$ cat src/rtl/blur_pkg.sv
// Shared definitions for the blur control path: kernel select codes, the
// kernel-change FSM states and the window-average classifier.
package blur_pkg;

  // Kernel select codes shared with the blurring filter.
  localparam logic [2:0] KERNEL_1X1 = 3'b000;
  localparam logic [2:0] KERNEL_3X3 = 3'b010;
  localparam logic [2:0] KERNEL_5X5 = 3'b100;

  typedef enum logic [1:0] {
    STABLE   = 2'd0,
    TRACKING = 2'd1,
    ARMED    = 2'd2
  } blur_state_t;

  // Low frequencies get the widest kernel, high frequencies no blur.
  function automatic logic [2:0] classify_avg(input int unsigned avg,
                                              input int unsigned lo,
                                              input int unsigned hi);
    if (avg < lo)      return KERNEL_5X5;
    else if (avg < hi) return KERNEL_3X3;
    else               return KERNEL_1X1;
  endfunction

endpackage

$ cat src/rtl/freq_averager.sv
// Window averager: sums 2^AVG_LOG2 valid samples and flags the window-closing
// sample together with the truncated average (sum including that sample).
// Outputs are combinational off the accumulator; the caller registers them.
module freq_averager #(
  parameter int W        = 16,
  parameter int AVG_LOG2 = 3
) (
  input  logic         clk,
  input  logic         reset,
  input  logic         freq_valid,
  input  logic [W-1:0] freq_in,
  output logic         window_done,
  output logic [W-1:0] avg_out
);

  localparam int SUM_W = W + AVG_LOG2;

  logic [SUM_W-1:0]    sum_reg;
  logic [AVG_LOG2-1:0] cnt_reg;
  logic [SUM_W-1:0]    sum_with_sample;

  assign sum_with_sample = sum_reg + SUM_W'(freq_in);
  assign window_done     = freq_valid && (cnt_reg == '1);
  assign avg_out         = sum_with_sample[SUM_W-1:AVG_LOG2];

  // Accumulate valid samples; the closing sample restarts an empty window.
  always_ff @(posedge clk) begin
    if (reset) begin
      sum_reg <= '0;
      cnt_reg <= '0;
    end else if (freq_valid) begin
      if (cnt_reg == '1) begin
        sum_reg <= '0;
        cnt_reg <= '0;
      end else begin
        sum_reg <= sum_with_sample;
        cnt_reg <= cnt_reg + AVG_LOG2'(1);
      end
    end
  end

endmodule

$ cat src/rtl/blur_level_selector.sv
// Kernel level selector: averages pitch-detector frequencies per window,
// classifies each average and commits a kernel change only on frame_start.
// Build option BLUR_HYST_EN: require HOLD_COUNT agreeing window decisions
// before a change arms; without it any differing decision arms directly.
module blur_level_selector
  import blur_pkg::*;
#(
  parameter int W          = 16,
  parameter int AVG_LOG2   = 3,
  parameter int THRESH_LO  = 500,
  parameter int THRESH_HI  = 2000,
  parameter int HOLD_COUNT = 4
) (
  input  logic         clk,
  input  logic         reset,
  input  logic         freq_valid,
  input  logic [W-1:0] freq_in,
  input  logic         frame_start,
  output logic [2:0]   freq_flag,
  output logic         flag_update
);

  logic         window_done;
  logic [W-1:0] avg_out;

  freq_averager #(.W(W), .AVG_LOG2(AVG_LOG2)) u_avg (
    .clk         (clk),
    .reset       (reset),
    .freq_valid  (freq_valid),
    .freq_in     (freq_in),
    .window_done (window_done),
    .avg_out     (avg_out)
  );

  logic [2:0]  decision_reg;
  logic        decision_valid_reg;
  blur_state_t state_reg, state_next;
  logic [2:0]  candidate_reg, candidate_next;
  logic [2:0]  flag_reg, flag_next;
  logic        update_reg, update_next;

  // One registered decision pulse per closed window.
  always_ff @(posedge clk) begin
    if (reset) begin
      decision_reg       <= KERNEL_1X1;
      decision_valid_reg <= 1'b0;
    end else begin
      decision_valid_reg <= window_done;
      if (window_done)
        decision_reg <= classify_avg(32'(avg_out), THRESH_LO, THRESH_HI);
    end
  end

`ifdef BLUR_HYST_EN
  localparam int CNT_W = (HOLD_COUNT < 2) ? 1 : $clog2(HOLD_COUNT + 1);
  localparam blur_state_t FIRST_STATE = (HOLD_COUNT <= 1) ? ARMED : TRACKING;
  logic [CNT_W-1:0] count_reg, count_next, count_inc;
  assign count_inc = count_reg + CNT_W'(1);

  // Agreement counter register.
  always_ff @(posedge clk) begin
    if (reset) count_reg <= '0;
    else       count_reg <= count_next;
  end
`else
  localparam int unused_hold = HOLD_COUNT;
`endif

  // FSM and committed-flag registers.
  always_ff @(posedge clk) begin
    if (reset) begin
      state_reg     <= STABLE;
      candidate_reg <= KERNEL_1X1;
      flag_reg      <= KERNEL_1X1;
      update_reg    <= 1'b0;
    end else begin
      state_reg     <= state_next;
      candidate_reg <= candidate_next;
      flag_reg      <= flag_next;
      update_reg    <= update_next;
    end
  end

  // Next-state logic; a frame_start commit in ARMED overrides any decision.
  always_comb begin
    state_next     = state_reg;
    candidate_next = candidate_reg;
    flag_next      = flag_reg;
    update_next    = 1'b0;
`ifdef BLUR_HYST_EN
    count_next     = count_reg;
`endif
    case (state_reg)
      STABLE: begin
        if (decision_valid_reg && decision_reg != flag_reg) begin
          candidate_next = decision_reg;
`ifdef BLUR_HYST_EN
          count_next     = CNT_W'(1);
          state_next     = FIRST_STATE;
`else
          state_next     = ARMED;
`endif
        end
      end
      TRACKING: begin
`ifdef BLUR_HYST_EN
        if (decision_valid_reg) begin
          if (decision_reg == candidate_reg) begin
            count_next = count_inc;
            if (count_inc == CNT_W'(HOLD_COUNT)) state_next = ARMED;
          end else if (decision_reg == flag_reg) begin
            state_next = STABLE;
          end else begin
            candidate_next = decision_reg;
            count_next     = CNT_W'(1);
          end
        end
`else
        state_next = STABLE;
`endif
      end
      ARMED: begin
        if (frame_start) begin
          flag_next   = candidate_reg;
          update_next = 1'b1;
          state_next  = STABLE;
        end else if (decision_valid_reg) begin
          if (decision_reg == flag_reg) begin
            state_next = STABLE;
          end else if (decision_reg != candidate_reg) begin
            candidate_next = decision_reg;
`ifdef BLUR_HYST_EN
            count_next     = CNT_W'(1);
            state_next     = FIRST_STATE;
`endif
          end
        end
      end
      default: state_next = STABLE;
    endcase
  end

  assign freq_flag   = flag_reg;
  assign flag_update = update_reg;

endmodule

$ cat config.mk
export PLATFORM = sky130hd
export DESIGN_NAME = blur_level_selector
export DESIGN_NICKNAME = d
export VERILOG_FILES = /design/src/rtl/blur_pkg.sv /design/src/rtl/freq_averager.sv /design/src/rtl/blur_level_selector.sv
export SDC_FILE = /design/constraint.sdc
export NUM_CORES = 1
export LEC_CHECK = 0
export ABC_CLOCK_PERIOD_IN_PS = 3700
export BUFFER_PORTS_ARGS = -buffer_cell sky130_fd_sc_hd__buf_4
export CORE_MARGIN = 2
export CORE_UTILIZATION = 55
export DETAILED_ROUTE_END_ITERATION = 7
export PLACE_DENSITY = 0.78
export SETUP_SLACK_MARGIN = 0.02
export SYNTH_ARGS = -nofsm -noshare
export SYNTH_HDL_FRONTEND = slang
export SYNTH_SLANG_ARGS = --single-unit
$ cat constraint.sdc
create_clock -name clk -period 3.7 [get_ports clk]
set_clock_uncertainty 0.05 [all_clocks]
set_input_delay 0 -clock clk [delete_from_list [all_inputs] [get_ports clk]]
set_output_delay 0 -clock clk [all_outputs]
set_load 0.02 [all_outputs]
==> results of run 1 <==
critical path, stage by stage, from the launching register on:
cell      delay [ps]
dfxtp_1          320
ha_1             340
a21o_1           250
a211oi_1         380
nand2_1          110
o32ai_2          230
xnor2_1          110
or4_1            450
or4_1            500
o21ai_1          160
cells in the final DEF (no fill, tap or decap), drive strengths merged, types with 2 or more instances in the layout:
| master | Yosys | final |
|---|---|---|
| a211oi | 8 | 8 |
| a21o | 6 | 6 |
| a21oi | 25 | 25 |
| a22oi | 14 | 14 |
| and2 | 5 | 5 |
| and3 | 3 | 3 |
| buf | 3 | 23 |
| clkbuf | 8 | 6 |
| dfxtp | 31 | 31 |
| dlygate4sd3 | 0 | 2 |
| ha | 18 | 18 |
| inv | 7 | 7 |
| mux2i | 3 | 3 |
| nand2 | 13 | 13 |
| nand2b | 3 | 3 |
| nand3 | 10 | 10 |
| nor2 | 42 | 42 |
| nor2b | 2 | 2 |
| nor3 | 9 | 9 |
| o211ai | 7 | 7 |
| o21a | 3 | 3 |
| o21ai | 7 | 7 |
| o21bai | 2 | 2 |
| o41ai | 2 | 2 |
| or4 | 2 | 2 |
| xnor2 | 5 | 5 |
| xor2 | 4 | 4 |
per-layer routing:
metal	routed length, um	track usage, %
met1	2320	31.8
met2	2320	38.5
met3	269	5.28
met4	106	10.7
met5	0	0
where the power goes:
part           leakage, nW  internal, mW  total, mW  switching (mW)
clock network       0.0612         0.218      0.355           0.137
registers            0.253         0.358      0.373          0.0150
logic                0.771         0.146      0.342           0.195
cell type report:
class / instances / area [um^2] / share of cell area [%]
inverters: 7 / 26.3 / 1.07
flip-flops and latches: 31 / 621 / 25.3
repair buffers: 25 / 193 / 7.85
clock buffers: 6 / 82.6 / 3.36
multi-input cells: 215 / 1440 / 58.6
clock inverters: 2 / 35.0 / 1.43
well taps: 48 / 60.1 / 2.45
metrics by stage:
stage          cell area, um^2  cells
5_1_grt                   2450    334
2_1_floorplan             2140    264
4_1_cts                   2450    334
6_report                  2450    334
3_5_place_dp              2320    324
3_3_place_gp              2320    324
final timing paths:
check                    start                to  slack, ps  cells past startpoint
max reg2reg  u_avg.sum_reg[10]   decision_reg[1]        720                      9
max          u_avg.sum_reg[10]   decision_reg[1]        720                      9
min reg2reg   candidate_reg[2]      freq_flag[2]        430                      2
min                 freq_in[0]  u_avg.sum_reg[0]         20                      4
cells by family (layout without fill, tap and decap cells):
kind of cell | after synthesis | after routing | share of synthesized area [%]
and+or+nand+nor | 95 | 95 | 20.8
AOI/OAI and AO/OA | 88 | 88 | 29.7
DFF | 31 | 31 | 29.0
adders and majority gates | 19 | 19 | 11.5
buffers and inverters | 18 | 40 | 3.69
xor gates and xnor gates | 9 | 9 | 3.69
muxes | 3 | 3 | 1.41
other | 1 | 1 | 0.175
==> impl_metrics.yaml, run 1 <==
outcome:
  outcome: "complete, no violations"
clocking:
  max-clock-path-buffers: 2
  cts.sinks: 31
  cts_tree: "yes"
  cts_buffers: 5
  clk_latency_ps: 290
  cts.clk_slew.worst_paths_ps: 70
  htreeDepth: 2
  root_buffer: "clkbuf_8"
  cts.repair.resized: 0
  post_cts_buffers: 0
  hold_buffers: 2
floorplan:
  core_region_area_um2: 3690
  fp.dieH_um: 66.3
  initial_core_util_pct: 57.9
  num_rows: 22
  dieWidth_um: 66.3
  dieArea_um2: 4400
  ios: 24
timing:
  final-hold-violation-count: 0
  setup_viol: 0
  setup-tns-final_ps: 0
  worstMarginPinSlew_ps: 501
  period_minus_slack_ps: 2980
  timing.final.crit_share_pct: 80.5
  rsz0062_at_grt: "no"
  final-max-slew-violation-count: 0
  slew_headroom_pct: 66.1
  hold_slack_ps: 20.3
  fmax_mhz: 336
  fin_ws_ps: 721
power_and_ir_drop:
  irDropWorstVdd_uv: 311
  p_leak_nw: 1.09
  finalPower_mw: 1.07
  power.density_nw_per_um2: 436
synthesis:
  synth_edf_count: 0
  yosys.area.top_type: "dfxtp_1"
  synth_area_per_cell_um2: 8.09
  syn_inst: 264
  ys_seq_elements: 31
  synth_seq_area_share_pct: 29.0
  synth_nets: 303
  ys_types: 57
  synth_top_area_share_pct: 29.0
  synth_warnings: 0
  syn-cell-area_um2: 2140
  synth_flop_cell: "dfxtp_1"
  synth_common_cells: "nor2_1, dfxtp_1, a21oi_1, ha_1, a22oi_1"
  synthTopCellsByArea: "dfxtp_1, ha_1, nor2_1"
  synth.most_common_cell: "nor2_1"
  synthArstFlopShare_pct: 0
grt:
  grt_pass1_wl_um: 8220
  antenna_found_initial: 0
  grt_max_degree: 32
  grt_pass1_vias: 1851
  gr-total-overflow: 0
  gr-usage-all-layers_pct: 24.4
drt:
  final_antenna_net_count: 0
  routed_wl_um: 5020
  drt_iter0_markers: 220
  vias: 2016
  remaining_drc_errors: 0
  firstDrtPassIters: 4
  wl_per_cell_um: 15.0
  routed_via_density: 6.04
placed_design:
  io_buffer_count: 22
  gp_congestion: 0.947
  dp_slack_ps: 780
  dp_hpwl_um: 3450
worst_setup_path:
  crit_fanout: 7
  worstPathRequired_ps: 3870
  worstSetupPathType: "register to register"
  cp_data_arrival_time_ps: 3150
  worst_setup_path_start_kind: "register"
  end_kind: "register"
cells_and_area:
  final_util_pct: 66.6
  nFillCells: 337
  finalNetCount: 324
  diodes: 0
  drive_gt1_share_pct: 14.0
  areaGrowthSynthToFinish_pct: 14.9
  largest_register_ffs: 19
flow_run:
  max_cap_violations: 0
worst_hold_path:
  min_path_type: "primary input to register"
Power figures use the tool's default switching activity.
==> run 2, diff against run 1 <==
--- a/config.mk
+++ b/config.mk
@@ -5,12 +5,13 @@
 export SDC_FILE = /design/constraint.sdc
 export NUM_CORES = 1
 export LEC_CHECK = 0
-export ABC_CLOCK_PERIOD_IN_PS = 3700
+export ABC_AREA = 1
+export ABC_CLOCK_PERIOD_IN_PS = 2900
 export BUFFER_PORTS_ARGS = -buffer_cell sky130_fd_sc_hd__buf_4
 export CORE_MARGIN = 2
 export CORE_UTILIZATION = 55
 export DETAILED_ROUTE_END_ITERATION = 7
-export PLACE_DENSITY = 0.78
+export PLACE_DENSITY = 0.77
 export SETUP_SLACK_MARGIN = 0.02
 export SYNTH_ARGS = -nofsm -noshare
 export SYNTH_HDL_FRONTEND = slang
==> constraint.sdc (replaced) <==
create_clock -name clk -period 2.9 [get_ports clk]
set_clock_uncertainty 0.05 [all_clocks]
set_input_delay 0 -clock clk [delete_from_list [all_inputs] [get_ports clk]]
set_output_delay 0 -clock clk [all_outputs]
set_load 0.02 [all_outputs]
==> run 2 against run 1 <==
  * Global-route usage is 1.1 points higher
  * Via count is 25% higher
  * Highest routed layer unchanged
  * First-iteration DRC count decreased by 15%
  * Critical path depth up 8
  * Die area is 14% higher
  * Hold slack got worse by 9.7 ps
  * Final cell count increased by 44%
  * Area after synthesis rose by 15%
  * Worst setup slack worse by 210 ps
  * Largest cell class unchanged
  * Sequential cell count stayed put
  * Register-to-register slack lost 210 ps
  * Sequential power grew 26%
==> impl_metrics.yaml, run 2 <==
power_and_ir_drop:
  p_int_mw: 0.895
  p_sw_share_pct: 35.1
  power_switching_mw: 0.484
  finalPower_mw: 1.38
  p_leak_nw: 1.46
  p_seq_share_pct: 34.1
  p_clk_share_pct: 33.1
  power.density_nw_per_um2: 493
  comb_power_share_pct: 32.8
  irDropWorstVdd_uv: 307
clocking:
  htreeDepth: 2
  clk_latency_ps: 290
  cts.sinks: 31
  cts_tree: "yes"
  post_cts_buffers: 0
  max-clock-path-buffers: 2
  cts.clk_slew.worst_paths_ps: 80
  cts_buffers: 5
  root_buffer: "clkbuf_8"
floorplan:
  dieWidth_um: 70.8
  dieArea_um2: 5010
  num_rows: 24
  ios: 24
  fp.dieH_um: 70.8
  core_region_area_um2: 4320
  initial_core_util_pct: 56.7
cells_and_area:
  drive_gt1_share_pct: 12.1
  largest_register_ffs: 19
  final_common_cell: "nand2_1"
  diodes: 0
  areaGrowthSynthToFinish_pct: 14.1
  finalNetCount: 467
  final_cell_mix: "nand2_1, inv_1, nand3_1, a21oi_1, nor2_1"
  final_cells: 481
  final_util_pct: 64.7
timing:
  hold_slack_ps: 10.6
  final-hold-violation-count: 0
  setup-tns-final_ps: 0
  period_minus_slack_ps: 2390
  fmax_mhz: 418
  rsz0062_at_grt: "no"
  final-max-slew-violation-count: 0
  setup_viol: 0
  timing.final.crit_share_pct: 82.5
synthesis:
  synth.most_common_cell: "nand2_1"
  syn_inst: 402
  synth_area_per_cell_um2: 6.10
  synth_xor_area_share_pct: 0.715
  ys_seq_elements: 31
  synth_seq_area_share_pct: 25.3
  synth_flop_cell: "dfxtp_1"
  synth_nets: 441
  synth_common_cells: "nand2_1, inv_1, a21oi_1, nand3_1, nor2_1"
  yosys.area.top_type: "dfxtp_1"
  synth-simple-area-share_pct: 41.3
  syn-cell-area_um2: 2450
  synth_top_family_by_area: "simple AND/OR/NAND/NOR gates"
  synth_edf_count: 0
  synth_top_area_share_pct: 25.3
  synth-compound-area-share_pct: 13.0
  ys_types: 30
  synthTopCellsByArea: "dfxtp_1, nand2_1, ha_1"
  synthArstFlopShare_pct: 0
  synth_warnings: 0
  yosys-mux-area-fraction_pct: 0
  synthAdderAreaFrac_pct: 10.0
worst_setup_path:
  worstSetupPathType: "register to register"
  worstPathRequired_ps: 3030
  cp_data_arrival_time_ps: 2520
  worst_setup_path_start_kind: "register"
  crit_fanout: 4
  end_kind: "register"
grt:
  gr-total-overflow: 0
  grt_pass1_wl_um: 10400
  antenna_found_initial: 0
  gr-usage-all-layers_pct: 25.4
  grt_max_degree: 24
  grt_pass1_vias: 2432
placed_design:
  dpl.cell_count: 472
  gp_congestion: 0.944
  dp_hpwl_um: 4520
  io_buffer_count: 22
drt:
  routed_wl_um: 5950
  drt_iter0_markers: 187
  vias: 2510
  final_antenna_net_count: 0
  remaining_drc_errors: 0
  routed_via_density: 5.22
  firstDrtPassIters: 5
  wl_per_cell_um: 12.4
flow_run:
  max_cap_violations: 0
outcome:
  outcome: "complete, no violations"
worst_hold_path:
  min_path_type: "primary input to register"
[run 2: changes by cell type after synthesis, moves of 6 or more]
cell,previous run,this run
a21oi_1,24,33
a22oi_1,14,0
inv_1,6,54
nand2_1,13,143
nand3_1,10,33
nor2_1,42,32
nor3_1,9,2
o211ai_1,7,0
o21ai_0,4,10
[run 2: metrics by stage]
stage,cell area [um^2],setup WS (ps)
finish,2800,508
global route,2800,214
CTS,2800,527
detailed placement,2670,528
global placement,2670,678
floorplan,2450,788
[run 2: worst max-delay path: stages (launching register included)]
cell and delay [ps]:
dfxtp_1 330, ha_1 230, inv_1 70, fa_1 380, inv_1 90, nand2_1 70, nand2_1 130, nand3_2 110
nand2_2 130, nand2_1 80, nand2_1 60, nand2_1 60, nand2_1 80, nand2_1 60, nor2_1 130, nand2_1 70
nand3_1 110, a21oi_2 60
[run 2: final cells by class]
cell class,instances,area (um^2)
Clock buffer,6,82.6
Fill cell,421,1530
Multi-Input combinational cell,310,1600
Clock inverter,2,35.0
Inverter,55,206
Tap cell,52,65.1
Sequential cell,31,621
Timing Repair Buffer,25,190
[run 2: repair_timing]
| action | CTS | global route |
|---|---|---|
| hold endpoints to repair | 3 | 0 |
| resized for setup | 0 | 0 |
| hold buffers | 1 | 0 |
| setup endpoints to repair | 0 | 0 |
[run 2: path summary, 6_finish.rpt]
kind	from	end	slack [ps]	cells past startpoint
setup / recovery	u_avg.sum_reg[0]	decision_reg[1]	510	17
hold / removal	reset	decision_reg[1]	10	2
setup reg to reg	u_avg.sum_reg[0]	decision_reg[1]	510	17
hold reg to reg	u_avg.sum_reg[7]	u_avg.sum_reg[7]	420	2
[run 2: power by group through the flow]
stage                     Sequential, mW  Clock (mW)  Combinational (mW)
after floorplan                    0.476           0               0.340
after global placement             0.479           0               0.437
after detailed placement           0.480           0               0.442
after CTS                          0.470       0.464               0.448
after global routing               0.474       0.475               0.516
final                              0.470       0.456               0.453
[run 2: per-layer routing]
metal  vias to the layer above  GRT usage [%]  routed length (um)
met5                         -              0                   0
met4                         0           7.13                  68
met3                         7           3.85                 333
met2                        61           41.8                2760
met1                      1103           34.8                2800
li1                       1339              -                   -
[run 2: cells by family after synthesis]
family / count (synthesis)
simple gates: 233
buf+inv: 61
compound gates: 55
flops: 31
fa+ha+maj: 19
xor+xnor: 2
other cells: 1
